## src/rtl/sram_like_arbiter.sv

```systemverilog
// Two-master (instruction fetch / data) arbiter onto one SRAM-like bus, one outstanding transaction.
// Define ARB_ROUND_ROBIN_EN to alternate grants on simultaneous requests; default favours the data master.
module sram_like_arbiter (
   input  logic        clk,
   input  logic        rst,
   // instruction master
   input  logic        i_req,
   input  logic [31:0] i_addr,
   output logic        i_addr_ok,
   output logic        i_data_ok,
   output logic [31:0] i_rdata,
   // data master
   input  logic        d_req,
   input  logic        d_wr,
   input  logic [3:0]  d_sel,
   input  logic [2:0]  d_size,
   input  logic [31:0] d_addr,
   input  logic [31:0] d_wdata,
   output logic        d_addr_ok,
   output logic        d_data_ok,
   output logic [31:0] d_rdata,
   // shared bus
   output logic        req,
   output logic        wr,
   output logic [3:0]  select,
   output logic [2:0]  size,
   output logic [31:0] addr,
   output logic [31:0] wdata,
   input  logic        addr_ok,
   input  logic        data_ok,
   input  logic [31:0] rdata
);

   typedef enum logic [1:0] {IDLE = 2'd0, ADDR = 2'd1, DATA = 2'd2} state_t;
   typedef enum logic {OWN_I = 1'b0, OWN_D = 1'b1} owner_t;

   state_t state_q, state_d;
   owner_t owner_q, owner_d;
   owner_t last_grant_q, last_grant_d;
   owner_t both_pick, grant_sel;
   logic   owner_req;
   logic   own_addr_ok, own_data_ok;

`ifdef ARB_ROUND_ROBIN_EN
   assign both_pick = (last_grant_q == OWN_D) ? OWN_I : OWN_D;
`else
   assign both_pick = OWN_D;
`endif

   assign grant_sel = (i_req && d_req) ? both_pick : (d_req ? OWN_D : OWN_I);
   assign owner_req = (owner_q == OWN_D) ? d_req : i_req;

   // NOTE: state registers use non-blocking assignments so every flop samples pre-edge values.
   always_ff @(posedge clk) begin
      if (rst) begin
         state_q      <= IDLE;
         owner_q      <= OWN_I;
         last_grant_q <= OWN_D;
      end else begin
         state_q      <= state_d;
         owner_q      <= owner_d;
         last_grant_q <= last_grant_d;
      end
   end

   // NOTE: every output of this block gets a default first, so no path can infer a latch.
   always_comb begin
      state_d      = state_q;
      owner_d      = owner_q;
      last_grant_d = last_grant_q;
      req          = 1'b0;
      own_addr_ok  = 1'b0;
      own_data_ok  = 1'b0;
      unique case (state_q)
         IDLE: begin
            if (i_req || d_req) begin
               owner_d      = grant_sel;
               last_grant_d = grant_sel;
               state_d      = ADDR;
            end
         end
         ADDR: begin
            // A flushed request is withdrawn from the bus in the same cycle it drops.
            if (!owner_req) begin
               state_d = IDLE;
            end else begin
               req = 1'b1;
               if (addr_ok) begin
                  own_addr_ok = 1'b1;
                  if (data_ok) begin
                     own_data_ok = 1'b1;
                     state_d     = IDLE;
                  end else begin
                     state_d = DATA;
                  end
               end
            end
         end
         DATA: begin
            if (data_ok) begin
               own_data_ok = 1'b1;
               state_d     = IDLE;
            end
         end
         default: state_d = IDLE;
      endcase
   end

   assign wr     = (owner_q == OWN_D) ? d_wr    : 1'b0;
   assign select = (owner_q == OWN_D) ? d_sel   : 4'hF;
   assign size   = (owner_q == OWN_D) ? d_size  : 3'd2;
   assign addr   = (owner_q == OWN_D) ? d_addr  : i_addr;
   assign wdata  = (owner_q == OWN_D) ? d_wdata : 32'h0;

   assign i_addr_ok = own_addr_ok && (owner_q == OWN_I);
   assign i_data_ok = own_data_ok && (owner_q == OWN_I);
   assign d_addr_ok = own_addr_ok && (owner_q == OWN_D);
   assign d_data_ok = own_data_ok && (owner_q == OWN_D);
   assign i_rdata   = rdata;
   assign d_rdata   = rdata;

endmodule
```

## config.mk

```make
export PLATFORM = sky130hd
export DESIGN_NAME = sram_like_arbiter
export DESIGN_NICKNAME = d
export VERILOG_FILES = /design/src/rtl/sram_like_arbiter.sv
export SDC_FILE = /design/constraint.sdc
export NUM_CORES = 1
export LEC_CHECK = 0
export CELL_PAD_IN_SITES_DETAIL_PLACEMENT = 1
export CELL_PAD_IN_SITES_GLOBAL_PLACEMENT = 1
export CORE_ASPECT_RATIO = 1.25
export CORE_UTILIZATION = 11
export DETAILED_ROUTE_END_ITERATION = 16
export PLACE_DENSITY = 0.83
export SYNTH_ARGS = -nofsm -noshare
export SYNTH_HDL_FRONTEND = slang
export SYNTH_SLANG_ARGS = --single-unit
```

## constraint.sdc

```tcl
create_clock -name clk -period 4 [get_ports clk]
set_input_delay 0.8 -clock clk [delete_from_list [all_inputs] [get_ports clk]]
set_output_delay 0.8 -clock clk [all_outputs]
set_load 0.02 [all_outputs]
```

==> results of run 1 <==
[worst paths after layout]
| path | start | endpoint | slack [ps] | cells past startpoint |
|---|---|---|---|---|
| max | d_req | i_data_ok | 730 | 6 |
| min | state_q[0] | state_q[0] | 520 | 2 |
| max reg2reg | owner_q | state_q[0] | 2390 | 5 |
| min reg2reg | state_q[0] | state_q[0] | 520 | 2 |
[layer usage]
metal / vias to the layer above / GRT usage (%) / routed length (um)
li1: 740 / - / -
met2: 119 / 16.3 / 3140
met5: - / 0 / 0
met1: 701 / 7.83 / 2060
met4: 0 / 3.65 / 214
met3: 26 / 2.07 / 734
[power breakdown]
| group | internal [mW] | leakage, nW | switching, mW | total [mW] |
|---|---|---|---|---|
| Clock | 0.132 | 0.0382 | 0.0272 | 0.159 |
| Combinational | 0.259 | 1.03 | 0.182 | 0.440 |
| Sequential | 0.0337 | 0.0250 | 0.00241 | 0.0361 |
[area by class of cell]
cell class	count	area share, %
timing repair buffer	188	61.9
multi-input combinational	97	26.3
inverter	4	0.495
tap	164	6.76
clock buffer	4	2.60
sequential	3	2.02
[cells in the final DEF, fill, tap and decap left out]
master           Yosys  final
nand2b_1             7      7
and2_1              35     35
mux2_2              32     32
nor3_1               2      2
a21oi_1              1      1
dfxtp_2              0      1
a21boi_2             1      1
o211ai_1             1      1
inv_1                4      4
nand3_1              1      1
nor2_1               6      6
clkbuf_16            0      3
mux2i_1              1      1
ha_1                 3      3
clkdlybuf4s50_1      0    186
nand2_1              2      2
o31ai_2              1      1
nor2b_1              1      1
buf_4               65      2
nor2b_2              1      1
clkbuf_1             3      1
a22oi_1              1      1
mux2i_4              1      1
dfxtp_1              3      2
[through the flow]
step                utilization, %  cells  area (um^2)
floorplan                        -    177         1400
global placement              24.1    456         2960
detailed placement            24.1    456         2960
CTS                           24.7    460         3030
global route                  24.7    460         3030
finish                        24.7    460         3030
[registers in the layout, indices dropped and copies added, names as in the netlist]
register / flops
state_q: 2
owner_q: 1
[worst max-delay path, cell delays in order]
cell             delay, ps
clkdlybuf4s50_1        540
mux2i_4                110
nor2_1                 160
o211ai_1               130
nor2_1                 120
clkdlybuf4s50_1        610
[logic make-up after synthesis]
logic type	after synthesis	synth area share, %
multiplexers	34	28.0
AO/OA/AOI/OAI	5	3.12
AND/OR/NAND/NOR	55	23.0
flip-flops	3	4.28
adder cells (fa/ha/maj)	3	2.68
buffers and inverters	77	38.9
==> impl_metrics.yaml, run 1 <==
status:
  status: "finished clean"
die:
  die_y_um: 128
  rows: 45
  die_w_um: 103
  start_util_pct: 11.4
  io_pins: 283
  core_area_um2: 12300
  die-area_um2: 13200
grt:
  grt_overflow: 0
  grt_max_degree: 50
  grtUsageTotal_pct: 8.29
  antenna_found_initial: 0
  grt_pass1_wl_um: 8580
  grt_pass1_vias: 1685
finish:
  fin_nets: 442
  nFillCells: 1475
  area_growth_pct: 116
  drive_gt1_share_pct: 14.2
  antennaDiodeCount: 0
  seq_area_um2: 61.3
  multi_input_area_um2: 797
power:
  p_leak_nw: 1.10
  ir_drop_uv: 138
  power.total_mw: 0.635
  power.density_nw_per_um2: 209
timing:
  hold_viol: 0
  skew_ps: 2.84
  rsz0062_at_grt: "no"
  clock.fmax_mhz: 305
  timing.final.crit_share_pct: 81.9
  fin_ws_ps: 725
  holdWs_ps: 518
  tns_ps: 0
  relSlewSlack_pct: 70.7
  final_max_slew_viol_count: 0
  period_minus_slack_ps: 3270
  setup_viol: 0
  worst_slew_pin_slew_ps: 439
worst_setup_path:
  cp_data_arrival_time_ps: 2470
  required_ps: 3200
  crit_path_start_kind: "input port"
  crit_fanout: 4
  worstSetupEndpointType: "output pin"
  critical_path_class: "input port to output pin"
synthesis:
  netlist_area_um2: 1400
  ys_ff_latch: 3
  syn_inst: 177
  synth_edf_count: 0
  yosysTopAreaCellShare_pct: 34.8
  synthFlopType: "dfxtp_1"
  synth_area_leader_cell: "buf_4"
  netlist_top_cells_area: "buf_4, mux2_2, and2_1"
  yosys-top-cells-count: "buf_4, and2_1, mux2_2, nand2b_1, nor2_1"
  syn-num-nets: 322
  yosysSeqAreaShare_pct: 4.28
  synthArstFlopShare_pct: 0
  synthDistinctLibCells: 23
  yosysMostFrequentCell: "buf_4"
  avgSynthCellArea_um2: 7.92
  synth_warnings: 0
place:
  place_ws_ps: 715
  portBuffers: 186
  gp_congestion: 0.704
  hpwl_um: 5280
clock_tree:
  cts_tree: "built"
  cts_repair_resize_count: 0
  cts_made_buffers: 3
  clock_latency_ps: 220
  cts.path.max_buffers: 2
  clkTransAtPathRegs_ps: 30
  postCtsHoldBufs: 0
  post_cts_buffers: 0
  cts_root_buffer: "clkbuf_16"
  cts_htree_levels: 1
  clkSinkCount: 3
flow_run:
  maxCapViolCount: 0
min_path:
  hp-class: "register to register"
detailed_routing:
  firstDrtPassIters: 3
  drt_iter0_drc: 11
  routedWlPerCell_um: 13.4
  postRouteAntennaNets: 0
  drc_errors: 0
  finalWirelength_um: 6160
  via_per_inst: 3.45
  vias: 1586
Power figures use the tool's default switching activity.
==> inputs of run 2 (changes only) <==
Settings changed: CORE_UTILIZATION 11 to 10, PLACE_DENSITY 0.83 to 0.76.
Clock period 4 ns to 3.3 ns, I/O delays scaled along.
==> run 2 against run 1 <==
Critical path depth unchanged. Die area rose by 9.8%. Core utilization shrank 2.6 points. Combinational power rose by 24%. Clock skew down 1.8 ps. Final cell count rose by 2.4%. Sequential power is 24% higher. Total power is 24% higher. Setup slack worse by 460 ps. Largest power group unchanged.
==> impl_metrics.yaml, run 2 (synthesized netlist as in run 1, its figures left out) <==
timing:
  tns_ps: 0
  worst_slew_pin_slew_ps: 421
  clock.fmax_mhz: 330
  skew_ps: 1.04
  period_minus_slack_ps: 3030
  rsz0062_at_grt: "no"
  final_max_slew_viol_count: 0
  hold_viol: 0
  timing.final.crit_share_pct: 91.9
  setup_viol: 0
  relSlewSlack_pct: 71.9
clock_tree:
  post_cts_buffers: 0
  postCtsHoldBufs: 0
  clkTransAtPathRegs_ps: 30
  cts_made_buffers: 3
  clock_latency_ps: 230
  cts_repair_resize_count: 0
  cts_htree_levels: 1
  clkSinkCount: 3
  cts_tree: "built"
  cts_root_buffer: "clkbuf_16"
  cts.path.max_buffers: 2
detailed_routing:
  vias: 1614
  postRouteAntennaNets: 0
  via_per_inst: 3.43
  drt_iter0_drc: 41
  drc_errors: 0
  firstDrtPassIters: 4
  routedWlPerCell_um: 17.1
  finalWirelength_um: 8040
power:
  power.total_mw: 0.786
  ir_drop_uv: 292
  power.density_nw_per_um2: 258
  p_leak_nw: 1.10
worst_setup_path:
  critical_path_class: "input port to output pin"
  path_cells: "clkdlybuf4s50_1 > mux2i_4 > nor2_1 > o211ai_1 > nor2_1 > clkdlybuf4s50_1"
  crit_buf_inv: 2
  crit_fanout: 4
  required_ps: 2640
  critPathTopFamily: "buffers and inverters"
  critPathSlowestCell: "clkdlybuf4s50_1"
  worst-r2r-setup-slack_ps: 1810
  crit_path_start_kind: "input port"
  slowest_delay_ps: 670
  worstSetupEndpointType: "output pin"
  cp_data_arrival_time_ps: 2370
finish:
  layout_common_cells: "clkdlybuf4s50_1, and2_1, mux2_2"
  final_common_cell: "clkdlybuf4s50_1"
  final_core_util_pct: 22.2
  area_growth_pct: 117
  largest_registers: "state_q x2, owner_q x1"
  fin_nets: 442
  antennaDiodeCount: 0
  drive_gt1_share_pct: 14.2
  regMostFlops: "state_q"
  largest_reg_flops: 2
  nFillCells: 1638
grt:
  antenna_found_initial: 0
  grt_overflow: 0
  grt_pass1_wl_um: 10800
  grt_max_degree: 48
  grt_pass1_vias: 1834
  grtUsageTotal_pct: 10.3
die:
  rows: 48
  core_area_um2: 13800
  die-area_um2: 14500
  start_util_pct: 10.2
  die_w_um: 108
  die_y_um: 134
  io_pins: 283
status:
  status: "finished clean"
flow_run:
  maxCapViolCount: 0
place:
  portBuffers: 186
  gp_congestion: 0.785
  hpwl_um: 7040
min_path:
  hp-class: "register to register"
[run 2: power breakdown]
| part | internal, mW | leakage (nW) | switching (mW) |
|---|---|---|---|
| combinational | 0.314 | 1.03 | 0.233 |
| clock | 0.160 | 0.0382 | 0.0351 |
| sequential | 0.0409 | 0.0250 | 0.00381 |
[run 2: final cells by class]
cell class | instances | area (um^2) | area share, %
repair buffers | 188 | 1880 | 61.6
multi-input cells | 97 | 797 | 26.1
well taps | 175 | 219 | 7.18
clock buffers | 4 | 78.8 | 2.59
flip-flops and latches | 3 | 61.3 | 2.01
inverters | 4 | 15.0 | 0.493
[run 2: tightest hold or removal path: cells and delay by family (launching register included)]
| family | cells | cell delay (ps) |
|---|---|---|
| DFF | 1 | 310 |
| and+or+nand+nor | 1 | 70 |
| muxes | 1 | 60 |
[run 2: final timing paths]
| check | from | end | depth (start not counted) |
|---|---|---|---|
| min | state_q[0] | state_q[0] | 2 |
| min reg2reg | state_q[0] | state_q[0] | 2 |
| max reg2reg | state_q[0] | state_q[0] | 6 |
| max | d_req | i_data_ok | 6 |
[run 2: stage by stage]
| step | std cells | setup WS [ps] | hold WS (ps) | area [um^2] |
|---|---|---|---|---|
| after floorplan | 177 | 1350 | 465 | 1400 |
| after global placement | 467 | 276 | 479 | 2970 |
| after detailed placement | 467 | 246 | 506 | 2970 |
| after CTS | 471 | 242 | 515 | 3050 |
| after global routing | 471 | 123 | 541 | 3050 |
| final | 471 | 268 | 507 | 3050 |
[run 2: routing by layer]
metal / wire length (um) / track usage, %
met4: 256 / 3.73
met2: 3830 / 18.9
met1: 2820 / 10.0
met3: 1140 / 4.52
met5: 0 / 0
